===== config.mk =====
export PLATFORM = sky130hd
export DESIGN_NAME = sequencer_ws
export DESIGN_NICKNAME = d
export VERILOG_FILES = /design/src/rtl/sequencer_ws.sv
export SDC_FILE = /design/constraint.sdc
export NUM_CORES = 1
export LEC_CHECK = 0
export ABC_AREA = 1
export CAP_MARGIN = 20
export CORE_MARGIN = 5
export CORE_UTILIZATION = 39
export CTS_BUF_LIST = sky130_fd_sc_hd__clkbuf_4 sky130_fd_sc_hd__clkbuf_8 sky130_fd_sc_hd__clkbuf_16
export CTS_CLUSTER_SIZE = 10
export DETAILED_ROUTE_END_ITERATION = 8
export PLACE_DENSITY = 0.86
export RECOVER_POWER = 25
export REMOVE_ABC_BUFFERS = 1
export SLEW_MARGIN = 5
export SYNTH_ARGS = -nofsm -noshare
export SYNTH_HDL_FRONTEND = slang
export SYNTH_SLANG_ARGS = --single-unit

===== constraint.sdc =====
create_clock -name clock -period 1.25 [get_ports clock]
set_input_delay 0.25 -clock clock [delete_from_list [all_inputs] [get_ports clock]]
set_output_delay 0.25 -clock clock [all_outputs]
set_load 0.02 [all_outputs]

===== src/rtl/sequencer_ws.sv =====
// Control sequencer for the accumulator CPU: fetch/decode/execute FSM with memory
// ready handshake, wait-state timeout, HALT and FAULT. Optional retire counter: SEQ_PERF_CNT_EN.
module sequencer_ws #(
  parameter int WORD_W  = 8,
  parameter int OP_W    = 4,
  parameter int TMO_W   = 4,
  parameter int TIMEOUT = 15,
  parameter int CNT_W   = 16
) (
  input  logic             clock,
  input  logic             n_reset,
  input  logic             z_flag,
  input  logic [OP_W-1:0]  op,
  input  logic             mem_ready,
  output logic             ACC_bus,
  output logic             load_ACC,
  output logic             PC_bus,
  output logic             load_PC,
  output logic             load_IR,
  output logic             load_MAR,
  output logic             MDR_bus,
  output logic             load_MDR,
  output logic             ALU_ACC,
  output logic             ALU_add,
  output logic             ALU_sub,
  output logic             ALU_xor,
  output logic             INC_PC,
  output logic             Addr_bus,
  output logic             CS,
  output logic             R_NW,
  output logic             halted,
  output logic             fault,
  output logic [1:0]       fault_code,
  output logic [CNT_W-1:0] instr_count
);

  localparam logic [OP_W-1:0] OP_LOAD  = OP_W'(4'b0000);
  localparam logic [OP_W-1:0] OP_STORE = OP_W'(4'b0001);
  localparam logic [OP_W-1:0] OP_ADD   = OP_W'(4'b0010);
  localparam logic [OP_W-1:0] OP_SUB   = OP_W'(4'b0011);
  localparam logic [OP_W-1:0] OP_XOR   = OP_W'(4'b0100);
  localparam logic [OP_W-1:0] OP_BNE   = OP_W'(4'b0101);
  localparam logic [OP_W-1:0] OP_DEREF = OP_W'(4'b0110);
  localparam logic [OP_W-1:0] OP_BEQ   = OP_W'(4'b0111);
  localparam logic [OP_W-1:0] OP_JMP   = OP_W'(4'b1000);
  localparam logic [OP_W-1:0] OP_LDI   = OP_W'(4'b1001);
  localparam logic [OP_W-1:0] OP_HALT  = OP_W'(4'b1111);

  localparam logic [1:0]       CODE_TMO = 2'b01;
  localparam logic [1:0]       CODE_ILL = 2'b10;
  localparam bit               TMO_EN   = (TIMEOUT != 0);
  localparam logic [TMO_W-1:0] TMO_LIM  = TMO_W'(TIMEOUT);
  localparam logic [TMO_W-1:0] TMO_MAX  = '1;

  // A timeout that the counter can never reach would silently disable the fault path.
  generate
    if (OP_W < 4 || WORD_W < 1 || TMO_W < 1 || TIMEOUT < 0 || TIMEOUT > (2 ** TMO_W) - 1) begin : g_bad_params
      $error("sequencer_ws: illegal parameter combination");
    end
  endgenerate

  typedef enum logic [3:0] {
    S_FETCH0,
    S_FETCH_RD,
    S_FETCH_IR,
    S_DECODE,
    S_ST_MDR,
    S_ST_WR,
    S_OPER_RD,
    S_EXEC_LD,
    S_EXEC_ALU,
    S_DR_MAR,
    S_DR_RD,
    S_DR_ACC,
    S_HALT,
    S_FAULT
  } state_t;

  state_t           state_reg;
  logic [TMO_W-1:0] wait_cnt_reg;
  logic             halted_reg;
  logic             fault_reg;
  logic [1:0]       fault_code_reg;

  logic is_load, is_store, is_alu, is_deref, is_beq, is_bne, is_jmp, is_ldi, is_halt, is_legal;
  logic wait_st, tmo_hit, retire;

  assign is_load  = (op == OP_LOAD);
  assign is_store = (op == OP_STORE);
  assign is_alu   = (op == OP_ADD) || (op == OP_SUB) || (op == OP_XOR);
  assign is_deref = (op == OP_DEREF);
  assign is_beq   = (op == OP_BEQ);
  assign is_bne   = (op == OP_BNE);
  assign is_jmp   = (op == OP_JMP);
  assign is_ldi   = (op == OP_LDI);
  assign is_halt  = (op == OP_HALT);
  assign is_legal = is_load || is_store || is_alu || is_deref || is_beq || is_bne ||
                    is_jmp || is_ldi || is_halt;

  assign wait_st = (state_reg == S_FETCH_RD) || (state_reg == S_ST_WR) ||
                   (state_reg == S_OPER_RD)  || (state_reg == S_DR_RD);
  // Ready in the same cycle as the limit wins, hence the !mem_ready term.
  assign tmo_hit = TMO_EN && wait_st && !mem_ready && (wait_cnt_reg == TMO_LIM);

  // Strobes are a pure function of state (plus op/z_flag in DECODE and EXEC_ALU).
  // retire marks every cycle whose successor is FETCH0.
  always_comb begin
    ACC_bus  = 1'b0;
    load_ACC = 1'b0;
    PC_bus   = 1'b0;
    load_PC  = 1'b0;
    load_IR  = 1'b0;
    load_MAR = 1'b0;
    MDR_bus  = 1'b0;
    load_MDR = 1'b0;
    ALU_ACC  = 1'b0;
    ALU_add  = 1'b0;
    ALU_sub  = 1'b0;
    ALU_xor  = 1'b0;
    INC_PC   = 1'b0;
    Addr_bus = 1'b0;
    CS       = 1'b0;
    R_NW     = 1'b0;
    retire   = 1'b0;
    case (state_reg)
      S_FETCH0: begin
        PC_bus   = 1'b1;
        load_MAR = 1'b1;
        INC_PC   = 1'b1;
        load_PC  = 1'b1;
      end
      S_FETCH_RD: begin
        CS   = 1'b1;
        R_NW = 1'b1;
      end
      S_FETCH_IR: begin
        MDR_bus = 1'b1;
        load_IR = 1'b1;
      end
      S_DECODE: begin
        Addr_bus = 1'b1;
        load_MAR = 1'b1;
        load_ACC = is_ldi;
        load_PC  = is_jmp || (is_beq && z_flag) || (is_bne && !z_flag);
        retire   = is_ldi || is_jmp || is_beq || is_bne;
      end
      S_ST_MDR: begin
        ACC_bus  = 1'b1;
        load_MDR = 1'b1;
      end
      S_ST_WR: begin
        CS     = 1'b1;
        retire = mem_ready;
      end
      S_OPER_RD: begin
        CS   = 1'b1;
        R_NW = 1'b1;
      end
      S_EXEC_LD: begin
        MDR_bus  = 1'b1;
        load_ACC = 1'b1;
        retire   = 1'b1;
      end
      S_EXEC_ALU: begin
        MDR_bus  = 1'b1;
        ALU_ACC  = 1'b1;
        load_ACC = 1'b1;
        ALU_add  = (op == OP_ADD);
        ALU_sub  = (op == OP_SUB);
        ALU_xor  = (op == OP_XOR);
        retire   = 1'b1;
      end
      S_DR_MAR: begin
        ACC_bus  = 1'b1;
        load_MAR = 1'b1;
      end
      S_DR_RD: begin
        CS   = 1'b1;
        R_NW = 1'b1;
      end
      S_DR_ACC: begin
        MDR_bus  = 1'b1;
        load_ACC = 1'b1;
        retire   = 1'b1;
      end
      default: ;
    endcase
  end

  always_ff @(posedge clock) begin
    if (!n_reset) begin
      state_reg      <= S_FETCH0;
      wait_cnt_reg   <= '0;
      halted_reg     <= 1'b0;
      fault_reg      <= 1'b0;
      fault_code_reg <= 2'b00;
    end else begin
      // Any exit from a wait state leaves the counter at zero for the next entry.
      if (wait_st && !mem_ready && !tmo_hit)
        wait_cnt_reg <= (wait_cnt_reg == TMO_MAX) ? wait_cnt_reg : wait_cnt_reg + TMO_W'(1);
      else
        wait_cnt_reg <= '0;

      if (tmo_hit) begin
        state_reg      <= S_FAULT;
        fault_reg      <= 1'b1;
        fault_code_reg <= CODE_TMO;
      end else if (retire) begin
        state_reg <= S_FETCH0;
      end else begin
        case (state_reg)
          S_FETCH0:   state_reg <= S_FETCH_RD;
          S_FETCH_RD: if (mem_ready) state_reg <= S_FETCH_IR;
          S_FETCH_IR: state_reg <= S_DECODE;
          S_DECODE: begin
            if (is_store)
              state_reg <= S_ST_MDR;
            else if (is_load || is_alu)
              state_reg <= S_OPER_RD;
            else if (is_deref)
              state_reg <= S_DR_MAR;
            else if (is_halt) begin
              state_reg  <= S_HALT;
              halted_reg <= 1'b1;
            end else if (!is_legal) begin
              state_reg      <= S_FAULT;
              fault_reg      <= 1'b1;
              fault_code_reg <= CODE_ILL;
            end
          end
          S_ST_MDR:   state_reg <= S_ST_WR;
          S_OPER_RD:  if (mem_ready) state_reg <= is_load ? S_EXEC_LD : S_EXEC_ALU;
          S_DR_MAR:   state_reg <= S_DR_RD;
          S_DR_RD:    if (mem_ready) state_reg <= S_DR_ACC;
          default:    state_reg <= state_reg;
        endcase
      end
    end
  end

  assign halted     = halted_reg;
  assign fault      = fault_reg;
  assign fault_code = fault_code_reg;

`ifdef SEQ_PERF_CNT_EN
  logic [CNT_W-1:0] instr_count_reg;

  always_ff @(posedge clock) begin
    if (!n_reset)
      instr_count_reg <= '0;
    else if (retire)
      instr_count_reg <= instr_count_reg + CNT_W'(1);
  end

  assign instr_count = instr_count_reg;
`else
  assign instr_count = '0;
`endif

endmodule


==> results of run 1 <==
==> final cells by class <==
| cell class | count | area [um^2] | share of cell area |
|---|---|---|---|
| inverters | 29 | 114 | 0.0573 |
| clock buffers | 3 | 22.5 | 0.0113 |
| well taps | 31 | 38.8 | 0.0195 |
| multi-input cells | 138 | 896 | 0.451 |
| repair buffers | 76 | 661 | 0.332 |
| flip-flops and latches | 12 | 255 | 0.128 |
==> cells by family after synthesis <==
kind of cell / share of synthesized area
other: 0.00349
buffers and inverters: 0.220
xor gates and xnor gates: 0.0163
AOI/OAI and AO/OA: 0.140
and+or+nand+nor: 0.386
adders and majority gates: 0.0116
DFF: 0.223
==> power by group <==
part | switching [mW] | internal [mW] | leakage, nW
registers | 0.111 | 0.456 | 0.100
clock network | 0.120 | 0.111 | 0.0138
logic | 1.51 | 1.28 | 0.911
total | 1.74 | 1.85 | 1.02
==> metrics by stage <==
stage / util / std cells / total power, mW / hold WS (ns) / TNS [ns]
after global routing: 0.733 / 289 / 3.80 / 0.476 / -8.80
after detailed placement: 0.601 / 279 / 2.58 / 0.444 / -14.05
after global placement: 0.601 / 279 / 2.53 / 0.431 / -13.39
after CTS: 0.689 / 288 / 3.25 / 0.460 / -5.44
final: 0.733 / 289 / 3.59 / 0.455 / -6.59
after floorplan: - / 179 / 1.58 / 0.367 / -1.65
==> worst paths after layout <==
path / startpoint / endpoint / cells after the start
worst max-delay path: state_reg[1] / ALU_add / 6
worst min-delay path: wait_cnt_reg[0] / wait_cnt_reg[0] / 1
worst max register to register: state_reg[3] / state_reg[3] / 14
worst min register to register: wait_cnt_reg[0] / wait_cnt_reg[0] / 1
==> worst reg2reg max path: stages, from the launching register on <==
cell and delay (ns):
dfxtp_4 0.37, inv_4 0.05, nor2_4 0.10, buf_4 0.14, nand2_2 0.06, nand2_2 0.07, buf_4 0.11, nor2_4 0.03
nand2_4 0.06, nand2_2 0.06, nor2_4 0.18, nor2_4 0.06, nand2_1 0.06, nand2_1 0.05, nor2_1 0.08
==> cells in the final DEF, fill, tap and decap left out, types with 2 or more instances in the layout <==
master,n
buf_4,47
nand2_1,24
buf_6,18
inv_1,17
conb_1,16
nand2_2,13
nor2_1,13
nor2_4,13
inv_2,10
nand3_1,9
nor2_2,8
dfxtp_1,8
nand2_4,6
a21oi_2,6
a21oi_1,6
clkdlybuf4s15_1,5
o21ai_0,4
dlygate4sd2_1,4
dfxtp_4,4
o21ai_1,3
clkbuf_4,3
inv_4,2
nand4_1,2
nand3_2,2
clkdlybuf4s50_1,2
==> routing by layer <==
metal / vias to the layer above / GRT usage
li1: 695 / -
met1: 661 / 0.207
met2: 59 / 0.321
met3: 12 / 0.0288
met4: 0 / 0.0531
met5: - / 0
==> timing repair <==
action,CTS,global route
buffers inserted,6,1
hold endpoints to repair,0,0
pin swaps,15,4
gates resized for setup,168,30
endpoints found under the setup margin,32,29
==> results.md, run 1 <==
- Hold WC Path Type: reg -> reg
- Lkg Pwr: about 1 nW
- Min cycle time layout: around 1.6 ns
- Post-DP HPWL: about 2500 um
- Final setup viols: 28
- Synth warn: 0
- GRT overflow: 0
- Area growth, synth to finish: 84.7%
- CTS Root Cell: clkbuf_4
- CP peak stage delay: 0.39 ns
- RSZ-0062 raised after global routing: true
- Fin nets: around 270
- Met2 routed WL: between 2000 and 2500 um
- Area post-placement: 1630 um^2
- Fill cells: 199
- VDD IR max: between 0.0015 and 0.002 V
- Flop-to-flop setup slack: -0.31 ns
- Synthesized flop and latch total: 12
- Critical Path Source Type: register
- Prevailing post-synth register cell: dfxtp_1
- Final Max Slew Viols: 0
- Final Hold Viols: 0
- Post-DRT Antenna Nets: 0
- Top-area cell type share of the netlist area: 0.223
- Post-CTS Hold Fix Bufs: 0
- Core box area: 2710 um^2
- Mapped Avg Cell Area: 5.94 um^2
- Post-synthesis cell count: about 180
- Starting Density: 0.397
- Die height: approximately 63 um
- Max_cap viols: 0
- Async set or reset register ratio after synthesis: 0
- Skew-Pair Late Insertion Delay: between 0.2 and 0.3 ns
- Violated checks: setup timing
- Max Root-Sink Buffers: 2
- DRC: 0
- Most used cell, CP: nand2_2
- Finished Cell Area: a little under 2000 um^2
- Port Buffers: 27
- WL met1: about 1600 um
- Pre-CTS WS: -1.03 ns
- Drt wl/cell: roughly 14 um
- Synth area leader: dfxtp_1
- Fmax: ~630 MHz
- Cell with the most instances after synthesis: nand2_1
- WL met3: about 220 um
- Diodes inserted: 0
- Area contributors post-synth: dfxtp_1, nand2_1, buf_4
- Initial drt markers: 90
- Register area share after synthesis: 0.223
- CP top delay family: simple AND/OR/NAND/NOR gates
- Boundary pin count: 44
- Vias in the first global route: 1384
- Detailed-route wire length: just under 4000 um
- Status: finished with violations
- Vias per cell: around 4.9
- Worst Path Required: 1.00 ns
- Initial antenna violation count: 0
- RD Place Congestion: approximately 0.95
- Critical-path top delay cell: dfxtp_4
- Vias: 1427
- Buf+Inv Stages, Crit Path: 2
- Rows: 19
- Num CTS Buffers: 3
- Largest net degree at the start of global routing: 7
- Library cells used by synthesis: 27
- Fin Clk Skew: approximately 0.0057 ns
- Synth cell count leaders: nand2_1, nor2_1, inv_1, buf_4, dfxtp_1
- Cell Pwr Density: 1810 nW/um^2
- Crit-path max FO: 6
- Total track usage: 0.176
- Clock-pin slew on the worst setup and hold paths: approximately 0.07 ns
- TritonCTS clock tree: built
- H-tree levels: 1
- Worst path arrival time: around 1.4 ns
- Worst Slack Setup Final: -0.349 ns
- Pre-Repair DR Iteration Count: 4
- Critical Path End Type: output pin
- First-pass GRT wire length: roughly 5800 um
- Number of flops mapped to enable cells by yosys: 0
- Crit path cell chain: nor2_4 > nand2_2 > inv_2 > nand2_2 > nor2_2 > buf_6
- Uppermost routed layer: met4
- Full die area: 3910 um^2
- Clock Sinks: 12
- Critical path type: reg -> out
- Period utilisation layout: 1.28
- Die extent in x: around 63 um
- Post-Syn Area: 1080 um^2
- Layout cell share with drive strength beyond 1: 0.543
Note: power is estimated with default switching activity, not from simulation.
==> run 2: changes to the inputs <==
==> constraint.sdc (replaced) <==
create_clock -name clock -period 1.25 [get_ports clock]
set_input_delay 0.25 -clock clock [delete_from_list [all_inputs] [get_ports clock]]
set_output_delay 0.25 -clock clock [all_outputs]
set_load 0.01 [all_outputs]
==> run 2 against run 1 <==
The flow still finishes with violations (setup timing). Via count rose by 5.4%. Clock skew fell by 0.0037 ns. First-iteration DRC count rose by 6.7%. Die area did not move. Combinational power fell by 7.5%. Hold slack improved by 0.0074 ns. Clock-buffer cell count did not move. Sequential share of layout area fell by 0.12 points. Total power fell by 5.5%. Routed wire length rose by 12%. Critical endpoint is now state_reg[0]. Highest routed layer unchanged.
==> results.md, run 2 (synthesis gave the netlist of run 1 again) <==
- Status: finished with violations
- Violated checks: setup timing
- H-tree levels: 1
- Post-DRT Antenna Nets: 0
- Clock-pin slew on the worst setup and hold paths: 0.07 ns
- Total track usage: 0.200
- Initial antenna violation count: 0
- Critical Path Source Type: register
- Hold WC Path Type: reg -> reg
- Max Root-Sink Buffers: 2
- First-pass GRT wire length: around 6400 um
- Worst Slack Setup Final: -0.345 ns
- Worst Path Required: approximately 1.5 ns
- CTS Root Cell: clkbuf_4
- Port Buffers: 27
- Detailed-route wire length: between 4000 and 5000 um
- Critical path type: reg -> reg
- Die extent in x: around 63 um
- Finished Cell Area: 2010 um^2
- Area growth, synth to finish: 86.4%
- Layout cell share with drive strength beyond 1: 0.556
- Rows: 19
- Drt wl/cell: between 15 and 20 um
- Initial drt markers: 96
- Full die area: between 3000 and 4000 um^2
- Skew-Pair Late Insertion Delay: 0.28 ns
- RD Place Congestion: 0.908
- Diodes inserted: 0
- Starting Density: 0.397
- Vias in the first global route: 1439
- Hold Crit Start: fault
- Clock Sinks: 12
- Lkg Pwr: 1.06 nW
- Fin Clk Skew: between 0.0015 and 0.002 ns
- Finished Core Util: 0.740
- Core box area: 2710 um^2
- Area post-placement: 1630 um^2
- Largest net degree at the start of global routing: 7
- Final setup viols: 27
- Fin nets: between 200 and 300
- Crit-path max FO: 5
- Critical Path End Type: register
- Most frequent cells in the layout: buf_4, nand2_1, inv_1, conb_1, nor2_1
- Final Max Slew Viols: 0
- Vias: between 1500 and 2000
- Num CTS Buffers: 3
- Cell Pwr Density: 1690 nW/um^2
- Post-DP HPWL: between 2000 and 2500 um
- Design Power: ~3.4 mW
- Max_cap viols: 0
- Worst r2r src: state_reg[1]
- Critical Path Source: state_reg[1]
- Min cycle time layout: 1.59 ns
- Pre-Repair DR Iteration Count: 4
- Vias per cell: between 5 and 6
- Boundary pin count: 44
- GRT overflow: 0
- Worst path arrival time: 1.81 ns
- TritonCTS clock tree: built
- Period utilisation layout: 1.28
- Fmax: 627 MHz
- DRC: 0
- RSZ-0062 raised after global routing: true
- VDD IR max: about 0.0015 V
- Die height: 62.5 um
- Final Hold Viols: 0
- Commonest non-fill, non-tap cell in the layout: buf_4
-- run 2: cell types whose count changed in the layout (fill, tap and decap cells not counted), sizes merged --
cell	previous run	this run
buf	65	69
clkbuf	3	5
clkdlybuf4s15	5	1
dlygate4sd2	4	5
-- run 2: worst paths after layout --
kind	cells past startpoint	endpoint	slack [ns]
max	11	state_reg[0]	-0.34
min	2	fault	0.46
max reg2reg	11	state_reg[0]	-0.34
min reg2reg	2	fault	0.46
-- run 2: area by class of cell --
type | instances | area (um^2)
clock buffers | 3 | 22.5
fillers | 195 | 704
inverters | 29 | 126
multi-input cells | 138 | 922
flip-flops and latches | 12 | 255
well taps | 31 | 38.8
repair buffers | 79 | 641
-- run 2: where the power goes --
part           leakage (nW)  internal, mW  switching [mW]
logic                 0.945          1.20            1.37
registers             0.100         0.456           0.118
clock network        0.0138         0.112           0.131
total                  1.06          1.77            1.62
-- run 2: critical path: stages, from the launching register on --
cell,delay (ns)
dfxtp_4,0.41
buf_6,0.13
nand2_4,0.06
buf_4,0.14
buf_4,0.14
nor2_2,0.15
nand2_2,0.09
nand2_1,0.08
nor2_1,0.06
nand3_1,0.06
a21oi_1,0.08
a21oi_2,0.13
-- run 2: through the flow --
stage               hold slack, ns  std cells  worst slack [ns]  setup TNS (ns)
global route                 0.489        292            -0.451           -7.85
CTS                          0.465        288            -0.285           -5.30
detailed placement           0.455        278            -0.976          -13.12
global placement             0.449        278            -0.919          -12.56
finish                       0.462        292            -0.345           -6.19
floorplan                    0.367        179            -0.107          -0.345
-- run 2: routing by layer --
| metal | global-route usage | vias up | share of wire |
|---|---|---|---|
| li1 | - | 705 | - |
| met1 | 0.217 | 689 | 0.36 |
| met2 | 0.364 | 83 | 0.51 |
| met3 | 0.0306 | 27 | 0.076 |
| met4 | 0.111 | 0 | 0.052 |
| met5 | 0 | - | 0 |
-- run 2: what timing repair did --
action                                  CTS  global route
gates resized for setup                 152            38
buffers inserted                          8             4
hold buffers                              0             0
hold endpoints to repair                  0             0
pin swaps                                23            19
endpoints found under the setup margin   32            28
==> run 3: changes to the inputs <==
--- a/config.mk
+++ b/config.mk
@@ -15,6 +15,7 @@
 export PLACE_DENSITY = 0.86
 export RECOVER_POWER = 25
 export REMOVE_ABC_BUFFERS = 1
+export SKIP_LAST_GASP = 1
 export SLEW_MARGIN = 5
 export SYNTH_ARGS = -nofsm -noshare
 export SYNTH_HDL_FRONTEND = slang
==> run 3 against run 2 <==
Clock power about the same. Critical path type is now reg -> out. The flow still finishes with violations (setup timing). Die area did not move. Largest cell class unchanged. Largest power group unchanged. Critical path depth down 5.
==> results.md, run 3 (synthesis gave the netlist of run 1 again) <==
- Fmax: roughly 640 MHz
- Sequential Power Share: 0.168
- RSZ-0062 raised after global routing: true
- Finished Core Util: 0.743
- CTS Root Cell: clkbuf_4
- Violated checks: setup timing
- Fin nets: around 270
- Num CTS Buffers: 3
- Clock-pin slew on the worst setup and hold paths: about 0.070 ns
- H-tree levels: 1
- DRC: 0
- Design Power: around 3.4 mW
- Initial drt markers: 94
- Int Pwr: 1.78 mW
- Critical path type: reg -> out
- Diodes inserted: 0
- Worst path arrival time: around 1.3 ns
- Rows: 19
- Die height: between 60 and 70 um
- Lkg Pwr: ~1.1 nW
- Pre-Repair DR Iteration Count: 6
- Max_cap viols: 0
- Flop-to-flop setup slack: -0.31 ns
- Layout cell share with drive strength beyond 1: 0.556
- Commonest non-fill, non-tap cell in the layout: buf_4
- Full die area: between 3000 and 4000 um^2
- Port Buffers: 27
- Initial antenna violation count: 0
- Worst Path Required: 1.00 ns
- Final Max Slew Viols: 0
- Skew-Pair Late Insertion Delay: ~0.28 ns
- Detailed-route wire length: around 4300 um
- Vias: 1491
- Critical Path Source Type: register
- Final Hold Viols: 0
- VDD IR max: 0.00149 V
- Core box area: 2710 um^2
- Crit-path max FO: 4
- Switching part of the total: 0.476
- Clock share of power: 0.072
- TritonCTS clock tree: built
- Most frequent cells in the layout: buf_4, nand2_1, nor2_1, conb_1, buf_6
- Crit path cell chain: inv_6 > nand2_2 > nand2_4 > a21oi_4 > o21ai_1 > buf_2
- Logic gate share of total power: 0.760
- CP peak stage delay: roughly 0.4 ns
- Critical Path End Type: output pin
- Final setup viols: 27
- Max Root-Sink Buffers: 2
- Hold_ws: about 0.45 ns
- Post-DP HPWL: 2480 um
- P_sw: 1.62 mW
- Min cycle time layout: between 1.5 and 2 ns
- Boundary pin count: 44
- Hold WC Path Type: reg -> reg
- Finished Cell Area: just over 2000 um^2
- Total track usage: 0.201
- Worst Slack Setup Final: -0.314 ns
- Period utilisation layout: 1.25
- Area post-placement: 1630 um^2
- Critical-path top delay cell: dfxtp_4
- First-pass GRT wire length: roughly 6400 um
- Vias in the first global route: between 1000 and 1500
- Post-DRT Antenna Nets: 0
- Clock Sinks: 12
- Fin Clk Skew: 0.00211 ns
- Area growth, synth to finish: 87.2%
- Largest net degree at the start of global routing: 7
- Cell Pwr Density: between 1500 and 2000 nW/um^2
- Drt wl/cell: between 10 and 15 um
- RD Place Congestion: ~0.9
- Vias per cell: about 5.1
- Fill cells: 191
- Status: finished with violations
- GRT overflow: 0
- Die extent in x: approximately 63 um
- Starting Density: 0.397
## run 3: path summary, 6_finish.rpt
kind | from | to | depth (start not counted)
worst max-delay path | state_reg[3] | MDR_bus | 6
worst min-delay path | fault | fault | 2
worst max register to register | state_reg[1] | state_reg[0] | 11
worst min register to register | fault | fault | 2
## run 3: final cells by class
cell class,instances,area [um^2],area share
inverters,29,124,0.0615
repair buffers,79,654,0.325
flip-flops and latches,12,255,0.127
clock buffers,3,22.5,0.0112
well taps,31,38.8,0.0193
multi-input cells,138,920,0.457
## run 3: stage by stage
stage	setup TNS [ns]	cells	setup slack, ns
after global routing	-7.64	292	-0.379
final	-6.05	292	-0.314
after CTS	-5.32	288	-0.285
after floorplan	-0.345	179	-0.107
after global placement	-12.56	278	-0.919
after detailed placement	-13.12	278	-0.976
## run 3: power groups by stage
stage               Clock [mW]  Combinational [mW]  Sequential, mW
global route             0.260                2.77           0.579
global placement             0                1.86           0.492
CTS                      0.255                2.22           0.520
finish                   0.245                2.58           0.571
detailed placement           0                1.90           0.493
floorplan                    0               0.907           0.494
## run 3: what timing repair did
item                       in CTS  in global routing
pin swaps                      22                 19
resized for setup             151                 41
gates cloned                    0                  0
buffers inserted                8                  4
setup endpoints to repair      32                 28
hold buffers                    0                  0
## run 3: worst max-delay path: cells and delay by family, from the launching register on
kind | cells | cell delay (ns)
AO/OA/AOI/OAI | 2 | 0.25
buffers and inverters | 2 | 0.19
flip-flops | 1 | 0.40
AND/OR/NAND/NOR | 2 | 0.19
## run 3: metal layers
| metal | global-route usage | vias to the layer above | wire (um) |
|---|---|---|---|
| li1 | - | 701 | - |
| met3 | 0.0306 | 30 | 360 |
| met5 | 0 | - | 0 |
| met2 | 0.364 | 96 | 2130 |
| met4 | 0.114 | 0 | 215 |
| met1 | 0.218 | 664 | 1570 |
